[config.mk]
export PLATFORM = sky130hd
export DESIGN_NAME = ula_acc_stk_flat
export DESIGN_NICKNAME = d
export VERILOG_FILES = /design/src/rtl/ula_acc_stk_if.sv /design/src/rtl/ula_acc_stk.sv /design/src/flat_wrapper.sv
export SDC_FILE = /design/constraint.sdc
export NUM_CORES = 1
export LEC_CHECK = 0
export CAP_MARGIN = 10
export CELL_PAD_IN_SITES_DETAIL_PLACEMENT = 0
export CELL_PAD_IN_SITES_GLOBAL_PLACEMENT = 1
export CORE_AREA = 8 8 275 277
export DETAILED_ROUTE_END_ITERATION = 16
export DIE_AREA = 0 0 283 285
export PLACE_DENSITY_LB_ADDON = 0.05
export SYNTH_ARGS = -nofsm -noshare
export SYNTH_HDL_FRONTEND = slang
export SYNTH_SLANG_ARGS = --single-unit
[constraint.sdc]
create_clock -name clk -period 4.1 [get_ports clk]
set_clock_uncertainty 0.15 [all_clocks]
set_input_delay 0.615 -clock clk [delete_from_list [all_inputs] [get_ports clk]]
set_output_delay 0.615 -clock clk [all_outputs]
set_load 0.005 [all_outputs]
[src/rtl/ula_acc_stk_if.sv]
// ula_acc_stk_if: control, ALU data and stack status bundle for the accumulator/stack stage
interface ula_acc_stk_if #(parameter int EXP = 8, MAN = 23, SPW = 4);
  localparam int W = MAN + EXP + 1;
  logic         acc_ld;
  logic [W-1:0] ula_out;
  logic         ula_iz;
  logic         push;
  logic         pop;
  logic [W-1:0] acc;
  logic         acc_iz;
  logic [W-1:0] stk_top;
  logic [SPW:0] stk_cnt;
  logic         stk_full;
  logic         stk_empty;
  logic         stk_ovf;
  logic         stk_udf;
  modport master(output acc_ld, ula_out, ula_iz, push, pop,
                 input acc, acc_iz, stk_top, stk_cnt, stk_full, stk_empty, stk_ovf, stk_udf);
  modport slave(input acc_ld, ula_out, ula_iz, push, pop,
                output acc, acc_iz, stk_top, stk_cnt, stk_full, stk_empty, stk_ovf, stk_udf);
endinterface

[src/rtl/ula_acc_stk.sv]
// ula_acc_stk: ALU result accumulator plus LIFO spill stack supplying both ALU operands
module ula_acc_stk #(
  parameter int EXP = 8,
  parameter int MAN = 23,
  parameter int SDEPTH = 16,
  parameter int SPW = 4
) (
  input logic clk,
  input logic rst,
  ula_acc_stk_if.slave bus
);
  localparam int W = MAN + EXP + 1;
  logic [W-1:0] mem [SDEPTH];
  logic [W-1:0] acc;
  logic acc_iz, ovf, udf, full, empty, wr, ovf_set, udf_set;
  logic [SPW:0] cnt, cnt_nxt, cnt_m1;
  logic [SPW-1:0] wr_addr;
  assign cnt_m1 = cnt - (SPW+1)'(1);
  assign full = cnt == (SPW+1)'(SDEPTH);
  assign empty = cnt == '0;
  // push+pop together rewrites the current top in place (swap-top)
  assign wr = bus.push & (bus.pop ? !empty : !full);
  assign wr_addr = bus.pop ? cnt_m1[SPW-1:0] : cnt[SPW-1:0];
  assign ovf_set = bus.push & !bus.pop & full;
  assign udf_set = bus.pop & empty;
  assign cnt_nxt = (bus.push & !bus.pop & !full) ? cnt + (SPW+1)'(1) :
                   (bus.pop & !bus.push & !empty) ? cnt_m1 : cnt;
  always_ff @(posedge clk) begin
    if (!rst) begin
      acc <= '0;
      acc_iz <= 1'b1;
      cnt <= '0;
      ovf <= 1'b0;
      udf <= 1'b0;
    end else begin
      if (bus.acc_ld) begin
        acc <= bus.ula_out;
        acc_iz <= bus.ula_iz;
      end
      cnt <= cnt_nxt;
      ovf <= ovf | ovf_set;
      udf <= udf | udf_set;
    end
  end
  always_ff @(posedge clk) if (rst && wr) mem[wr_addr] <= acc;
  assign bus.acc = acc;
  assign bus.acc_iz = acc_iz;
  assign bus.stk_top = empty ? '0 : mem[cnt_m1[SPW-1:0]];
  assign bus.stk_cnt = cnt;
  assign bus.stk_full = full;
  assign bus.stk_empty = empty;
  assign bus.stk_ovf = ovf;
  assign bus.stk_udf = udf;
endmodule
[src/flat_wrapper.sv]
// flat-port wrapper written by rule: the top's interface ports become plain ports
module ula_acc_stk_flat 
#(
  parameter int EXP = 8,
  parameter int MAN = 23,
  parameter int SDEPTH = 16,
  parameter int SPW = 4
)
  (clk, rst, bus_acc_ld, bus_ula_out, bus_ula_iz, bus_push, bus_pop, bus_acc, bus_acc_iz, bus_stk_top, bus_stk_cnt, bus_stk_full, bus_stk_empty, bus_stk_ovf, bus_stk_udf);
  ula_acc_stk_if #(.EXP(EXP), .MAN(MAN), .SPW(SPW)) bus_i ();
  input logic clk;
  input logic rst;
  input wire logic [$bits(bus_i.acc_ld)-1:0] bus_acc_ld;
  input wire logic [$bits(bus_i.ula_out)-1:0] bus_ula_out;
  input wire logic [$bits(bus_i.ula_iz)-1:0] bus_ula_iz;
  input wire logic [$bits(bus_i.push)-1:0] bus_push;
  input wire logic [$bits(bus_i.pop)-1:0] bus_pop;
  output wire logic [$bits(bus_i.acc)-1:0] bus_acc;
  output wire logic [$bits(bus_i.acc_iz)-1:0] bus_acc_iz;
  output wire logic [$bits(bus_i.stk_top)-1:0] bus_stk_top;
  output wire logic [$bits(bus_i.stk_cnt)-1:0] bus_stk_cnt;
  output wire logic [$bits(bus_i.stk_full)-1:0] bus_stk_full;
  output wire logic [$bits(bus_i.stk_empty)-1:0] bus_stk_empty;
  output wire logic [$bits(bus_i.stk_ovf)-1:0] bus_stk_ovf;
  output wire logic [$bits(bus_i.stk_udf)-1:0] bus_stk_udf;
  assign bus_i.acc_ld = bus_acc_ld;
  assign bus_i.ula_out = bus_ula_out;
  assign bus_i.ula_iz = bus_ula_iz;
  assign bus_i.push = bus_push;
  assign bus_i.pop = bus_pop;
  assign bus_acc = bus_i.acc;
  assign bus_acc_iz = bus_i.acc_iz;
  assign bus_stk_top = bus_i.stk_top;
  assign bus_stk_cnt = bus_i.stk_cnt;
  assign bus_stk_full = bus_i.stk_full;
  assign bus_stk_empty = bus_i.stk_empty;
  assign bus_stk_ovf = bus_i.stk_ovf;
  assign bus_stk_udf = bus_i.stk_udf;
  ula_acc_stk #(.EXP(EXP), .MAN(MAN), .SDEPTH(SDEPTH), .SPW(SPW)) u_core (.clk(clk), .rst(rst), .bus(bus_i));
endmodule
==> parameters.txt <==
Parameter                              Value

Layout
  Nets    between 1k and 1.5k
  Non-filler instance count after layout    2192
  Final Core Density    36.7%
  Filler instances    6483
  Area growth syn-to-layout    23.8%
  Summed area of non-filler cells in the final layout    ~26000 um2
  Layout cells sized above 1    24.3%

Synth
  Dominant cell type by area after synthesis    edfxtp_1
  Syn Nets    just over 1k
  Dominant cells by area after synthesis    edfxtp_1 73%, mux4_2 12%, dfxtp_1 3.8%
  Flip-flop and latch count after synthesis    around 550
  Cell area after technology mapping    approximately 21000 um2
  Gate Count Post-Synth    just under 1k
  Share of Yosys cell area claimed by the top area cell type    between 70% and 80%
  Yosys warnings    0
  Average cell area after synthesis    around 21 um2
  Count of different cell masters after synthesis    46
  Sequential area share after synthesis    76.8%

Detailed routing
  Detailed Routing Iterations Pass 1    6
  Wire per inst    between 20 and 30 um
  Via Count    between 10k and 15k
  Initial DRC count    764
  DRC    0
  Final ANT Viol Nets    0
  Number of vias per cell    4.77
  Total wirelength of the detailed-routed design    slightly below 60000 um

Placed design
  Final HPWL from detailed placement    between 30000 and 40000 um
  Count of buffers from port buffering    111
  Minimum setup slack after placement    about 0.22 ns
  Routability congestion estimate    ~0.67
  DP Cell Count    between 2k and 2.5k
  Total cell area at the placement stage    approximately 24000 um2

Global route
  Initial antenna violation count    1
  Pin count of the biggest net entering global routing    between 50 and 60
  Via count of the first global-routing pass    11.5k
  Total grt overflow    0
  Total GRT Usage    14.2%
  Global-route wire length before repair    about 84000 um

STA
  Highest Clock Rate    between 200 and 300 MHz
  Portion of the clock cycle consumed by the worst path in the final layout    approximately 96%
  Worst-Margin Slew    about 1.0 ns
  Setup violators final    0
  Worst relative slew slack    a little under a third
  Final Hold Viols    0
  Final Critical Period    between 3 and 4 ns
  Post-route setup slack    approximately 0.17 ns
  Max-slew violation count    0
  Setup repair after global routing missed its margin    true

Clocking
  TritonCTS sink count    552
  CTS Buffer Depth    3
  CTS Root Cell    clkbuf_16
  H-tree levels    3
  Clock tree from TritonCTS    done
  Skew-Pair Late Insertion Delay    between 0.5 and 0.6 ns
  Clock transition at path regs    0.06 ns
  TritonCTS buffer count    66

Setup path
  Startpoint type of the worst setup path    flop
  Data arrival at the endpoint of the critical path    around 3.2 ns
  Kind of end point of the critical path    output pin
  Highest net fanout along the worst path    11
  Data required time at the worst endpoint    approximately 3.3 ns
  CP Class    reg2out

Power and ir drop
  Peak supply drop    between 0.2 and 0.25 mV
  Final Power    13700 uW
  Leak    between 0.008 and 0.009 uW
  Total power divided by cell area    around 530 nW/um2

Floorplanning
  Ports    between 100 and 150
  Floorplan die height    285 um
  Die footprint    approximately 81000 um2
  Initial cell density of the core    between 20 and 30%
  Placement row count    roughly 100
  Die outline width    ~280 um
  Core region area    71000 um2

Hold path
  Class of the most critical hold timing path    reg2reg

Run status
  Result of the run    complete, no violations

Run
  Max Cap Violations    0
[where the power goes]
group / total (uW) / internal [uW] / switching, uW
sequential: 6380 / 6260 / 118
combinational: 1850 / 946 / 909
clock: 5480 / 3240 / 2240
[worst max-delay path: stages, from the launching register on]
cell and delay, ns:
dfxtp_4 0.41, inv_2 0.09, ha_4 0.30, buf_12 0.16, buf_4 0.16, mux4_2 0.29
a222oi_1 0.57, nand2_1 0.12, clkdlybuf4s50_1 0.48
[metrics by stage]
step	hold WS [ns]	TNS (ns)
detailed placement	0.326	0
global route	0.381	-0.0270
floorplan	0.316	-2.00
CTS	0.342	0
finish	0.332	0
global placement	0.305	0
[cell usage after synthesis, drive strengths merged]
| master | number |
|---|---|
| a21boi | 1 |
| a21oi | 5 |
| a222oi | 31 |
| a22o | 2 |
| a22oi | 6 |
| a31oi | 1 |
| and2 | 2 |
| and3 | 1 |
| and4bb | 1 |
| buf | 34 |
| clkbuf | 21 |
| clkinv | 1 |
| dfxtp | 40 |
| edfxtp | 512 |
| ha | 2 |
| inv | 4 |
| mux2i | 35 |
| mux4 | 128 |
| nand2 | 74 |
| nand2b | 4 |
| nand3 | 5 |
| nand4 | 2 |
| nor2 | 24 |
| nor2b | 40 |
| nor3 | 1 |
| nor4 | 1 |
| o211ai | 1 |
| o21a | 1 |
| o21ai | 5 |
| o22ai | 2 |
| o311ai | 1 |
| o31ai | 3 |
| or3 | 1 |
| or4b | 1 |
| xnor2 | 2 |
[cell type report]
type,instances,area (um2),area share (%)
Antenna cell,1,2.50,0.00959
Inverter,5,18.8,0.0719
Sequential cell,552,16200,62.0
Tap cell,950,1190,4.56
Clock buffer,106,1950,7.46
Clock inverter,12,63.8,0.245
Timing Repair Buffer,183,1930,7.38
Multi-Input combinational cell,383,4760,18.2
[sequential cells by signal, summed over array words and instances, names as in the netlist]
register and flops:
u_core.bus.acc 32, u_core.bus.acc_iz 1, u_core.bus.stk_cnt 5, u_core.bus.stk_ovf 1, u_core.bus.stk_udf 1, u_core.mem 512
[cells by family (layout without fill, tap and decap cells)]
group                      after synthesis  after routing  share of synthesized area, %
adders and majority gates                2              2                         0.119
xor gates and xnor gates                 2              2                         0.119
AOI/OAI and AO/OA                       59             59                          2.38
DFF                                    552            552                          76.8
other                                    0              1                             0
and+or+nand+nor                        157            157                          3.56
muxes                                  163            163                          15.6
buffers and inverters                   60            306                          1.46
[per-layer routing]
metal  track usage [%]  share of wire (%)  vias to the layer above
met5                 0                  0                        -
met4              4.18                2.0                        0
met3              2.51                4.0                       81
met2              23.4                 48                      250
met1              19.3                 46                     5553
li1                  -                  -                     4565
[final timing paths]
| check | slack, ns | cells past startpoint | end | startpoint |
|---|---|---|---|---|
| worst max-delay path | 0.17 | 8 | bus_stk_top[19] | u_core.bus.stk_cnt[0] |
| worst min-delay path | 0.33 | 2 | u_core.bus.acc_iz | u_core.bus.acc_iz |
| worst max register to register | 0.78 | 8 | u_core.mem[15][21] | u_core.bus.stk_cnt[0] |
| worst min register to register | 0.33 | 2 | u_core.bus.acc_iz | u_core.bus.acc_iz |
[cell usage in the layout (no fill, tap or decap), drive strengths merged, types with 3 or more instances in the layout]
| master | count |
|---|---|
| nand3 | 5 |
| clkbuf | 106 |
| nand2b | 4 |
| a222oi | 31 |
| o31ai | 3 |
| clkdlybuf4s50 | 109 |
| clkinv | 10 |
| o21ai | 5 |
| buf | 72 |
| a21oi | 5 |
| dfxtp | 40 |
| a22oi | 6 |
| edfxtp | 512 |
| inv | 6 |
| nor2 | 24 |
| mux2i | 35 |
| nand2 | 74 |
| mux4 | 128 |
| nor2b | 40 |
[what timing repair did]
item                                    CTS  global route
endpoints found under the setup margin   32            11
hold buffers                              0             0
buffers inserted                          9             4
resized for setup                         5             3
pin swaps                                 3             4
gates cloned                              2             0
(Power assumes the default switching activity.)
==> edit, RTL diff (same flow settings) <==
`MAN` is set to 23 in 3 places; all go to 46.
--- a/src/rtl/ula_acc_stk_if.sv
+++ b/src/rtl/ula_acc_stk_if.sv
@@ -1,3 +1,3 @@
 // ula_acc_stk_if: control, ALU data and stack status bundle for the accumulator/stack stage
-interface ula_acc_stk_if #(parameter int EXP = 8, MAN = 23, SPW = 4);
+interface ula_acc_stk_if #(parameter int EXP = 8, MAN = 46, SPW = 4);
   localparam int W = MAN + EXP + 1;
--- a/src/rtl/ula_acc_stk.sv
+++ b/src/rtl/ula_acc_stk.sv
@@ -3,3 +3,3 @@
   parameter int EXP = 8,
-  parameter int MAN = 23,
+  parameter int MAN = 46,
   parameter int SDEPTH = 16,
--- a/src/flat_wrapper.sv
+++ b/src/flat_wrapper.sv
@@ -4,3 +4,3 @@
   parameter int EXP = 8,
-  parameter int MAN = 23,
+  parameter int MAN = 46,
   parameter int SDEPTH = 16,
Ports: changed (resized bus_acc, bus_stk_top and bus_ula_out); port bits go from 112 to 181. No check against the original RTL was run, so the function may have changed too.
==> edit against the unedited design <==
Maximum frequency down 2.5%; global-route usage increased by 8.1 points; design area up 68%; wire length is 58% higher; sequential power up 71%; power up 80%; first-iteration DRC count increased by 130%; non-clock buffer count up 92; utilization is 25 points higher; synthesized cell count grew 77%; setup slack worse by 100 ps; synthesized area up 74%; sequential cell count up 391; die area stayed put; critical endpoint is now bus_stk_top[47].
==> edit: results (changes against the unedited design) <==
[yosys]
yosys.cell_types.count=54  ; +17%
ys_seq_area_share_pct=75.7  ; -1.1 points
synth_enable_flop_cells=880  ; +72%
synth_commonest_cells=880 x edfxtp_1, 220 x mux4_2, 115 x nand2_1, 108 x o21ai_0, 63 x dfxtp_1

[finish]
fill_cells=4952  ; -24%
largest_reg_flops=880  ; +72%
layout.nets=2083  ; +69%
final_layout_size_suffix_gt1_share_pct=25.6  ; +1.3 points

[timing]
fin_crit_ps=4030  ; +99.7 ps
timing.slew.headroom_pct=29.7  ; -0.89 points

[place]
gp_congestion=0.738  ; +10%
portBuffers=180  ; +62%
dp_hpwl_um=45300  ; +44%
dp_slack_ps=389  ; +166 ps

[grt]
grt_first_pass_wirelength_um=134000  ; +60%
groute.usage.overall_pct=22.3  ; +8.1 points
grt_pass1_vias=19700  ; +71%
antenna_found_initial=2  ; +1
grt_max_degree=72  ; +36%

[clock_network]
insertion_delay_ps=630  ; +50 ps
cts_buffers=96  ; +45%

[drt]
routed_wl_um=91700  ; +58%
viasPerCell=6.08  ; +27%
drtIter0Drc=1745  ; +130%
first_pass_iters=5  ; -1

[power_and_ir_drop]
peakVddDrop_mv=0.407  ; +76%
p_leak_nw=13.9  ; +66%

[run_status]
status=finished, final reports clean

[critical_path]
worstPathArrival_ps=3270  ; +100 ps

-- edit: changes by cell type in the layout (fill, tap and decap cells not counted), moves of 18 or more --
cell,change
dfxtp_1,+22
mux4_2,+106
o21ai_0,+103
mux2i_1,+22
a222oi_1,-31
nor2b_1,+19
clkdlybuf4s50_1,+48
nand2_1,+41
edfxtp_1,+368
dlymetal6s2s_1,+18
clkbuf_16,+31
a41oi_2,+49
-- edit: cell families after synthesis --
family / synth area share [%]
buf+inv: 1.51
xor+xnor: 0.0479
fa+ha+maj: 0.0684
mux: 15.1
compound gates: 4.61
simple gates: 2.97
flops: 75.7
-- edit: cell type report --
class                      instances  share of cell area [%]
clock inverter                    50                    1.17
tap                              950                    2.71
inverter                           4                  0.0343
multi-input combinational        700                    19.5
clock buffer                     130                    6.01
timing repair buffer             275                    7.33
sequential                       943                    63.2
-- edit: layer usage --
layer	vias to the layer above	GRT usage [%]	wire, um	share of wire (%)
met5	-	0	0	0
met4	0	5.44	1580	1.7
met3	107	3.46	5530	6.0
met2	698	36.8	45600	50
met1	9948	31.5	39000	43
li1	7792	-	-	-
-- edit: worst paths after layout --
check	start	end
worst min-delay path	u_core.bus.acc_iz	u_core.bus.acc_iz
worst max-delay path	u_core.bus.stk_cnt[0]	bus_stk_top[47]
worst min register to register	u_core.bus.acc_iz	u_core.bus.acc_iz
worst max register to register	u_core.bus.stk_cnt[0]	u_core.mem[6][27]
-- edit: power by group through the flow --
| stage | combinational, W | clock, W | sequential (W) |
|---|---|---|---|
| floorplan | 0.00282 | 0 | 0.0111 |
| global placement | 0.00475 | 0 | 0.0111 |
| detailed placement | 0.00474 | 0 | 0.0111 |
| CTS | 0.00510 | 0.00883 | 0.0109 |
| global route | 0.00540 | 0.00918 | 0.0110 |
| finish | 0.00509 | 0.00868 | 0.0109 |
-- edit: what timing repair did --
action,CTS,global route
gates resized for setup,13,31
endpoints found under the setup margin,55,40
buffers inserted,12,6
pin swaps,10,10
gates cloned,6,3
-- edit: worst max-delay path: stages, from the launching register on --
cell	delay, ps
dfxtp_4	360
buf_4	170
or3_4	430
a211oi_4	280
buf_12	180
bufbuf_16	330
o21ai_1	90
a41oi_2	230
clkdlybuf4s50_1	550
-- edit: through the flow --
stage / std cells / hold slack (ps)
after floorplan: 1757 / 317
after global routing: 3052 / 379
after global placement: 2846 / 305
after detailed placement: 2846 / 318
final: 3052 / 335
after CTS: 3044 / 339
